$ cat config.mk
export PLATFORM = sky130hd
export DESIGN_NAME = dmem_mmio
export DESIGN_NICKNAME = d
export VERILOG_FILES = /design/src/rtl/mem_map_pkg.sv /design/src/rtl/dmem_mmio_tx_fifo.sv /design/src/rtl/dmem_mmio.sv
export SDC_FILE = /design/constraint.sdc
export NUM_CORES = 2
export LEC_CHECK = 0
export ABC_AREA = 1
export BUFFER_PORTS_ARGS = -buffer_cell sky130_fd_sc_hd__buf_2
export CORE_MARGIN = 1
export CORE_UTILIZATION = 29
export CTS_CLUSTER_DIAMETER = 30
export CTS_CLUSTER_SIZE = 30
export DETAILED_ROUTE_END_ITERATION = 8
export HOLD_SLACK_MARGIN = 0.12
export PLACE_DENSITY = 0.47
export SLEW_MARGIN = 40
export SYNTH_ARGS = -nofsm -noshare
export SYNTH_HDL_FRONTEND = slang
export SYNTH_SLANG_ARGS = --single-unit
export TNS_END_PERCENT = 5
$ cat constraint.sdc
create_clock -name clk -period 4.56 [get_ports clk]
set_input_delay 0.228 -clock clk [delete_from_list [all_inputs] [get_ports clk]]
set_output_delay 0.228 -clock clk [all_outputs]
set_load 0.005 [all_outputs]
$ cat src/rtl/mem_map_pkg.sv
// Memory map shared by the data-side responder and its TX FIFO.
// Holds the default MMIO bank base, MMIO register offsets (DataAdr[7:0])
// and the bit positions of the STATUS register.
package mem_map_pkg;

   localparam logic [31:0] MMIO_BASE_DEFAULT = 32'hFFFF_FF00;

   localparam logic [7:0] OFF_LED    = 8'h00;
   localparam logic [7:0] OFF_SW     = 8'h04;
   localparam logic [7:0] OFF_CYCLE  = 8'h08;
   localparam logic [7:0] OFF_TXDATA = 8'h0C;
   localparam logic [7:0] OFF_STATUS = 8'h10;

   localparam int unsigned ST_EMPTY     = 0;
   localparam int unsigned ST_FULL      = 1;
   localparam int unsigned ST_OVF       = 2;
   localparam int unsigned ST_COUNT_LSB = 4;
   localparam int unsigned ST_COUNT_W   = 4;

endpackage

$ cat src/rtl/dmem_mmio_tx_fifo.sv
// tx_fifo: 8-bit transmit FIFO with sticky overflow flag.
// Ports:
//   clk, reset       clock, synchronous active-high reset
//   push, din        write strobe and byte
//   pop              consumer takes the head (ignored while empty)
//   dout             head byte, 0 while empty
//   empty, full      occupancy flags
//   count            number of stored entries
//   overflow         sticky: set by a push dropped on a full FIFO
//   clr_ovf          clears overflow
module tx_fifo #(
   parameter int unsigned DEPTH = 4
) (
   input  logic                   clk,
   input  logic                   reset,
   input  logic                   push,
   input  logic [7:0]             din,
   input  logic                   pop,
   output logic [7:0]             dout,
   output logic                   empty,
   output logic                   full,
   output logic [$clog2(DEPTH):0] count,
   output logic                   overflow,
   input  logic                   clr_ovf
);

   localparam int unsigned PW = $clog2(DEPTH);
   localparam logic [PW:0] FULL_CNT = (PW + 1)'(DEPTH);

   logic [7:0]    r_mem [DEPTH];
   logic [PW-1:0] r_wptr;
   logic [PW-1:0] r_rptr;
   logic [PW:0]   r_count;
   logic          r_ovf;

   logic w_pop;
   logic w_push;
   logic w_drop;

   assign empty    = (r_count == '0);
   assign full     = (r_count == FULL_CNT);
   assign count    = r_count;
   assign overflow = r_ovf;
   assign dout     = empty ? 8'h00 : r_mem[r_rptr];

   assign w_pop  = pop & ~empty;
   // A full FIFO still accepts a push when the head leaves in the same cycle.
   assign w_push = push & (~full | w_pop);
   assign w_drop = push & full & ~w_pop;

   // Storage is not reset; pointers and count define what is valid.
   always_ff @(posedge clk) begin
      if (w_push) r_mem[r_wptr] <= din;
   end

   always_ff @(posedge clk) begin
      if (reset) begin
         r_wptr  <= '0;
         r_rptr  <= '0;
         r_count <= '0;
         r_ovf   <= 1'b0;
      end else begin
         if (w_push) r_wptr <= r_wptr + 1'b1;
         if (w_pop)  r_rptr <= r_rptr + 1'b1;
         case ({w_push, w_pop})
            2'b10:   r_count <= r_count + 1'b1;
            2'b01:   r_count <= r_count - 1'b1;
            default: r_count <= r_count;
         endcase
         if (clr_ovf)     r_ovf <= 1'b0;
         else if (w_drop) r_ovf <= 1'b1;
      end
   end

endmodule

$ cat src/rtl/dmem_mmio.sv
// dmem_mmio: data-side responder for the single-cycle core.
// Serves a word-addressed RAM at the bottom of the address space and an
// MMIO bank (LED, SW, CYCLE, TXDATA, STATUS) at MMIO_BASE. Loads are
// combinational; all state changes on the rising clock edge.
// Ports:
//   clk, reset           clock, synchronous active-high reset
//   MemWrite             store strobe
//   DataAdr, WriteData   byte address and store data
//   ReadData             load data, combinational from DataAdr
//   led                  LED register
//   sw                   switch inputs
//   tx_valid, tx_data    TX FIFO head (registered state only)
//   tx_ready             consumer accepts the head this cycle
module dmem_mmio
   import mem_map_pkg::*;
#(
   parameter int unsigned RAM_WORDS  = 64,
   parameter int unsigned FIFO_DEPTH = 4,
   parameter logic [31:0] MMIO_BASE  = MMIO_BASE_DEFAULT
) (
   input  logic        clk,
   input  logic        reset,
   input  logic        MemWrite,
   input  logic [31:0] DataAdr,
   input  logic [31:0] WriteData,
   output logic [31:0] ReadData,
   output logic [7:0]  led,
   input  logic [7:0]  sw,
   output logic        tx_valid,
   output logic [7:0]  tx_data,
   input  logic        tx_ready
);

   localparam int unsigned AW = $clog2(RAM_WORDS);
   localparam int unsigned CW = $clog2(FIFO_DEPTH) + 1;

   logic [31:0] r_ram [RAM_WORDS];
   logic [7:0]  r_led;
   logic [31:0] r_cycle;

   logic          w_ram_hit;
   logic          w_mmio_hit;
   logic [7:0]    w_off;
   logic [AW-1:0] w_idx;
   logic          w_wr_led;
   logic          w_wr_cycle;
   logic          w_wr_tx;
   logic          w_wr_status;
   logic          w_empty;
   logic          w_full;
   logic          w_ovf;
   logic [CW-1:0] w_count;
   logic [31:0]   w_status;

   assign w_ram_hit  = (DataAdr < 32'(4 * RAM_WORDS));
   assign w_mmio_hit = (DataAdr[31:8] == MMIO_BASE[31:8]);
   // Byte lane bits are ignored: every access is a word access.
   assign w_off      = {DataAdr[7:2], 2'b00};
   assign w_idx      = DataAdr[AW+1:2];

   assign w_wr_led    = MemWrite & w_mmio_hit & (w_off == OFF_LED);
   assign w_wr_cycle  = MemWrite & w_mmio_hit & (w_off == OFF_CYCLE);
   assign w_wr_tx     = MemWrite & w_mmio_hit & (w_off == OFF_TXDATA);
   assign w_wr_status = MemWrite & w_mmio_hit & (w_off == OFF_STATUS);

   assign led      = r_led;
   assign tx_valid = ~w_empty;

   tx_fifo #(
      .DEPTH (FIFO_DEPTH)
   ) u_tx_fifo (
      .clk      (clk),
      .reset    (reset),
      .push     (w_wr_tx),
      .din      (WriteData[7:0]),
      .pop      (tx_valid & tx_ready),
      .dout     (tx_data),
      .empty    (w_empty),
      .full     (w_full),
      .count    (w_count),
      .overflow (w_ovf),
      .clr_ovf  (w_wr_status)
   );

   // RAM is not reset, but a store coinciding with reset is still suppressed.
   always_ff @(posedge clk) begin
      if (MemWrite & w_ram_hit & ~reset) r_ram[w_idx] <= WriteData;
   end

   always_ff @(posedge clk) begin
      if (reset) begin
         r_led   <= 8'h00;
         r_cycle <= 32'h0;
      end else begin
         if (w_wr_led) r_led <= WriteData[7:0];
         if (w_wr_cycle) r_cycle <= WriteData;
         else            r_cycle <= r_cycle + 32'd1;
      end
   end

   always_comb begin
      w_status = 32'h0;
      w_status[ST_EMPTY] = w_empty;
      w_status[ST_FULL]  = w_full;
      w_status[ST_OVF]   = w_ovf;
      w_status[ST_COUNT_LSB +: ST_COUNT_W] = ST_COUNT_W'(w_count);
   end

   always_comb begin
      ReadData = 32'h0;
      if (w_ram_hit) begin
         ReadData = r_ram[w_idx];
      end else if (w_mmio_hit) begin
         case (w_off)
            OFF_LED:    ReadData = {24'h0, r_led};
            OFF_SW:     ReadData = {24'h0, sw};
            OFF_CYCLE:  ReadData = r_cycle;
            OFF_STATUS: ReadData = w_status;
            default:    ReadData = 32'h0;
         endcase
      end
   end

endmodule
==> impl_metrics.toml <==
[floorplanning]
start_util_pct = 29.2
num_rows = 203
die_x_um = 558
die_y_um = 558
core_region_area_mm2 = 0.307
top_level_ports = 125
die_area_mm2 = 0.312

[critical_path]
crit_fanout = 14
path_class = "in2reg"
arrival_ps = 5000
crit_required_ps = 5190
timing.rr.start = "r_cycle[0]"
start_kind = "primary input"
end_kind = "flip-flop"
worstSetupStartpoint = "DataAdr[14]"

[cts]
cts.sink_count = 2130
h-tree-depth = 5
clock_path_buffers = 4
clk_latency_ps = 990
clkTransAtPathRegs_ps = 40
numCtsBuffers = 494
cts_tree = "done"
cts_resized = 0
root_buffer = "clkbuf_16"

[timing]
period_needed_ps = 4370
setup_tns_ps = 0
fin_crit_sh_pct = 95.8
hold_violations = 0
fin_skew_ps = 62.2
worst_pin_slew_ps = 967
maxSlewViolCount = 0
setup_violations = 0
max_freq_ghz = 0.229
grt_setup_unrepaired = "no"
max_slew_margin_pct = 35.5

[min_path]
hp-class = "in2reg"
min_from = "WriteData[23]"

[global_route]
grt_start_max_net_pins = 158
grt_pass1_vias = 60100
gr-usage-all-layers_pct = 18.6
gr-total-overflow = 0
antenna_found_initial = 14
grt_pass1_wl_mm = 421

[synthesis]
ys_ff_latch = 2130
syn_avg_cell_area_um2 = 10.5
yosys_warnings = 0
synth_cell_type_count = 37
synth_seq_area_share_pct = 70.7
synth_fp_nets = 8608
syn_area_mm2 = 0.0897
netlist_instances = 8526

[cells_and_area]
mostFrequentLayoutCells = "3283 x nand2_1, 2080 x edfxtp_1, 960 x inv_1"
synthToLayoutAreaGrowth_pct = 26.2
nNetsFinal = 9064
layout_commonest_cell = "nand2_1"
fin_area_mm2 = 0.113
drive_gt1_share_pct = 12.4

[route]
drt_first_pass_iters = 6
wirelength_mm = 294
dr_wl_met3_mm = 19.0
wl_met2_mm = 134
vias_per_cell = 4.62
top_layer_used = "met4"
drt-met1-wl_mm = 131
wire_per_inst_um = 21.8
drt_iter0_drc = 5851
vias = 62400
drtAntennaViolNets = 0
drc_errors = 0

[power_and_ir_drop]
powerDensity_mw_per_mm2 = 519
total_power_uw = 58800
p_leak_uw = 0.0452
ir_drop_uv = 366

[placement]
io_buffers = 122
detailed_place_hpwl_mm = 159
place_congestion = 0.856
placed_area_mm2 = 0.0963

[run]
maxCapViolCount = 0

[status]
status = "complete, no violations"
-- Yosys cell counts --
| master | instances | area share, % |
|---|---|---|
| buf_4 | 4 | 0.033 |
| nor3_1 | 15 | 0.084 |
| nand4_1 | 79 | 0.55 |
| xnor2_1 | 8 | 0.078 |
| clkbuf_1 | 142 | 0.59 |
| nand3_4 | 1 | 0.020 |
| clkinv_1 | 2 | 0.0084 |
| nor3b_1 | 1 | 0.0084 |
| nor2_1 | 437 | 1.8 |
| ha_1 | 5 | 0.070 |
| o221ai_1 | 2 | 0.020 |
| nor2_2 | 5 | 0.035 |
| inv_1 | 960 | 4.0 |
| a31oi_1 | 4 | 0.028 |
| nand2_1 | 3283 | 14 |
| nand3_1 | 821 | 4.6 |
| buf_6 | 3 | 0.038 |
| a21oi_1 | 148 | 0.83 |
| a41oi_2 | 1 | 0.018 |
| o31a_1 | 1 | 0.0098 |
| o21ai_0 | 97 | 0.54 |
| nand2_2 | 2 | 0.014 |
| nor4_1 | 1 | 0.0070 |
| dfxtp_1 | 50 | 1.1 |
| or2_2 | 2 | 0.014 |
| buf_1 | 59 | 0.25 |
| buf_2 | 204 | 1.1 |
| nor2_4 | 3 | 0.038 |
| o22ai_1 | 2 | 0.014 |
| xor2_1 | 17 | 0.17 |
| nand3b_1 | 1 | 0.0084 |
| inv_2 | 7 | 0.029 |
| fa_1 | 1 | 0.022 |
| a211oi_1 | 10 | 0.084 |
| edfxtp_1 | 2080 | 70 |
| nor3_4 | 1 | 0.018 |
| o21ai_1 | 67 | 0.37 |
-- worst paths after layout --
kind	end	cells past startpoint	slack, ps
setup / recovery	r_ram[50][12]	14	190
hold / removal	r_ram[34][23]	2	160
setup reg to reg	r_cycle[22]	10	2090
hold reg to reg	u_tx_fifo.r_rptr[1]	2	470
-- per-layer routing --
metal | vias to the layer above | GRT usage (%)
li1 | 29100 | -
met1 | 30600 | 25.6
met2 | 2119 | 29.4
met3 | 516 | 2.97
met4 | 0 | 6.90
met5 | - | 0
-- worst max-delay path: stages --
cell and delay, ps:
dlygate4sd3_1 530, buf_2 130, nor2_1 70, dlygate4sd3_1 550
nand4_1 60, dlygate4sd3_1 570, nor2_2 160, dlygate4sd3_1 580
nand3_1 70, buf_4 210, nor2_1 130, nand2_1 520
nor2_4 760, buf_4 400
-- state kept, by name, summed over array words and instances (netlist names), named ones only --
signal	flops
r_ram	2048
r_cycle	32
u_tx_fifo.r_mem	32
led	8
u_tx_fifo.count	3
u_tx_fifo.r_rptr	2
u_tx_fifo.r_wptr	2
u_tx_fifo.overflow	1
-- cells by family (layout without fill, tap and decap cells) --
| family | Yosys count | in the layout | share of synthesized area [%] |
|---|---|---|---|
| AOI/OAI and AO/OA | 332 | 332 | 1.91 |
| adders and majority gates | 6 | 6 | 0.0920 |
| buffers and inverters | 1381 | 2238 | 6.10 |
| and+or+nand+nor | 4652 | 4652 | 20.9 |
| DFF | 2130 | 2130 | 70.7 |
| other | 0 | 10 | 0 |
| xor gates and xnor gates | 25 | 25 | 0.244 |
-- area by class of cell --
cell class | count | area (um^2)
Fill cell | 30100 | 194000
Sequential cell | 2130 | 63500
Multi-Input combinational cell | 5015 | 21300
Clock buffer | 562 | 12600
Tap cell | 4100 | 5130
Clock inverter | 335 | 3670
Inverter | 969 | 3660
Timing Repair Buffer | 372 | 3340
Antenna cell | 10 | 25.0
-- through the flow --
stage | util, % | setup WS, ps | hold WS (ps) | cells
after floorplan | - | 1420 | 327 | 8526
after global placement | 31.4 | 1050 | 452 | 12500
after detailed placement | 31.4 | 1040 | 460 | 12500
after CTS | 36.9 | 107 | 123 | 13500
after global routing | 36.9 | 110 | 149 | 13500
final | 36.9 | 193 | 164 | 13500
-- timing repair --
action | 4_1_cts | 5_1_grt
setup buffers | 0 | 0
hold endpoints to repair | 1849 | 0
hold buffers | 52 | 0
-- where the power goes --
part	total [uW]	switching, uW	leakage (uW)	internal (uW)
clock network	34300	10700	0.00795	23600
logic	2810	2140	0.0181	669
registers	21600	30.6	0.0191	21600
Power figures use the tool's default switching activity.
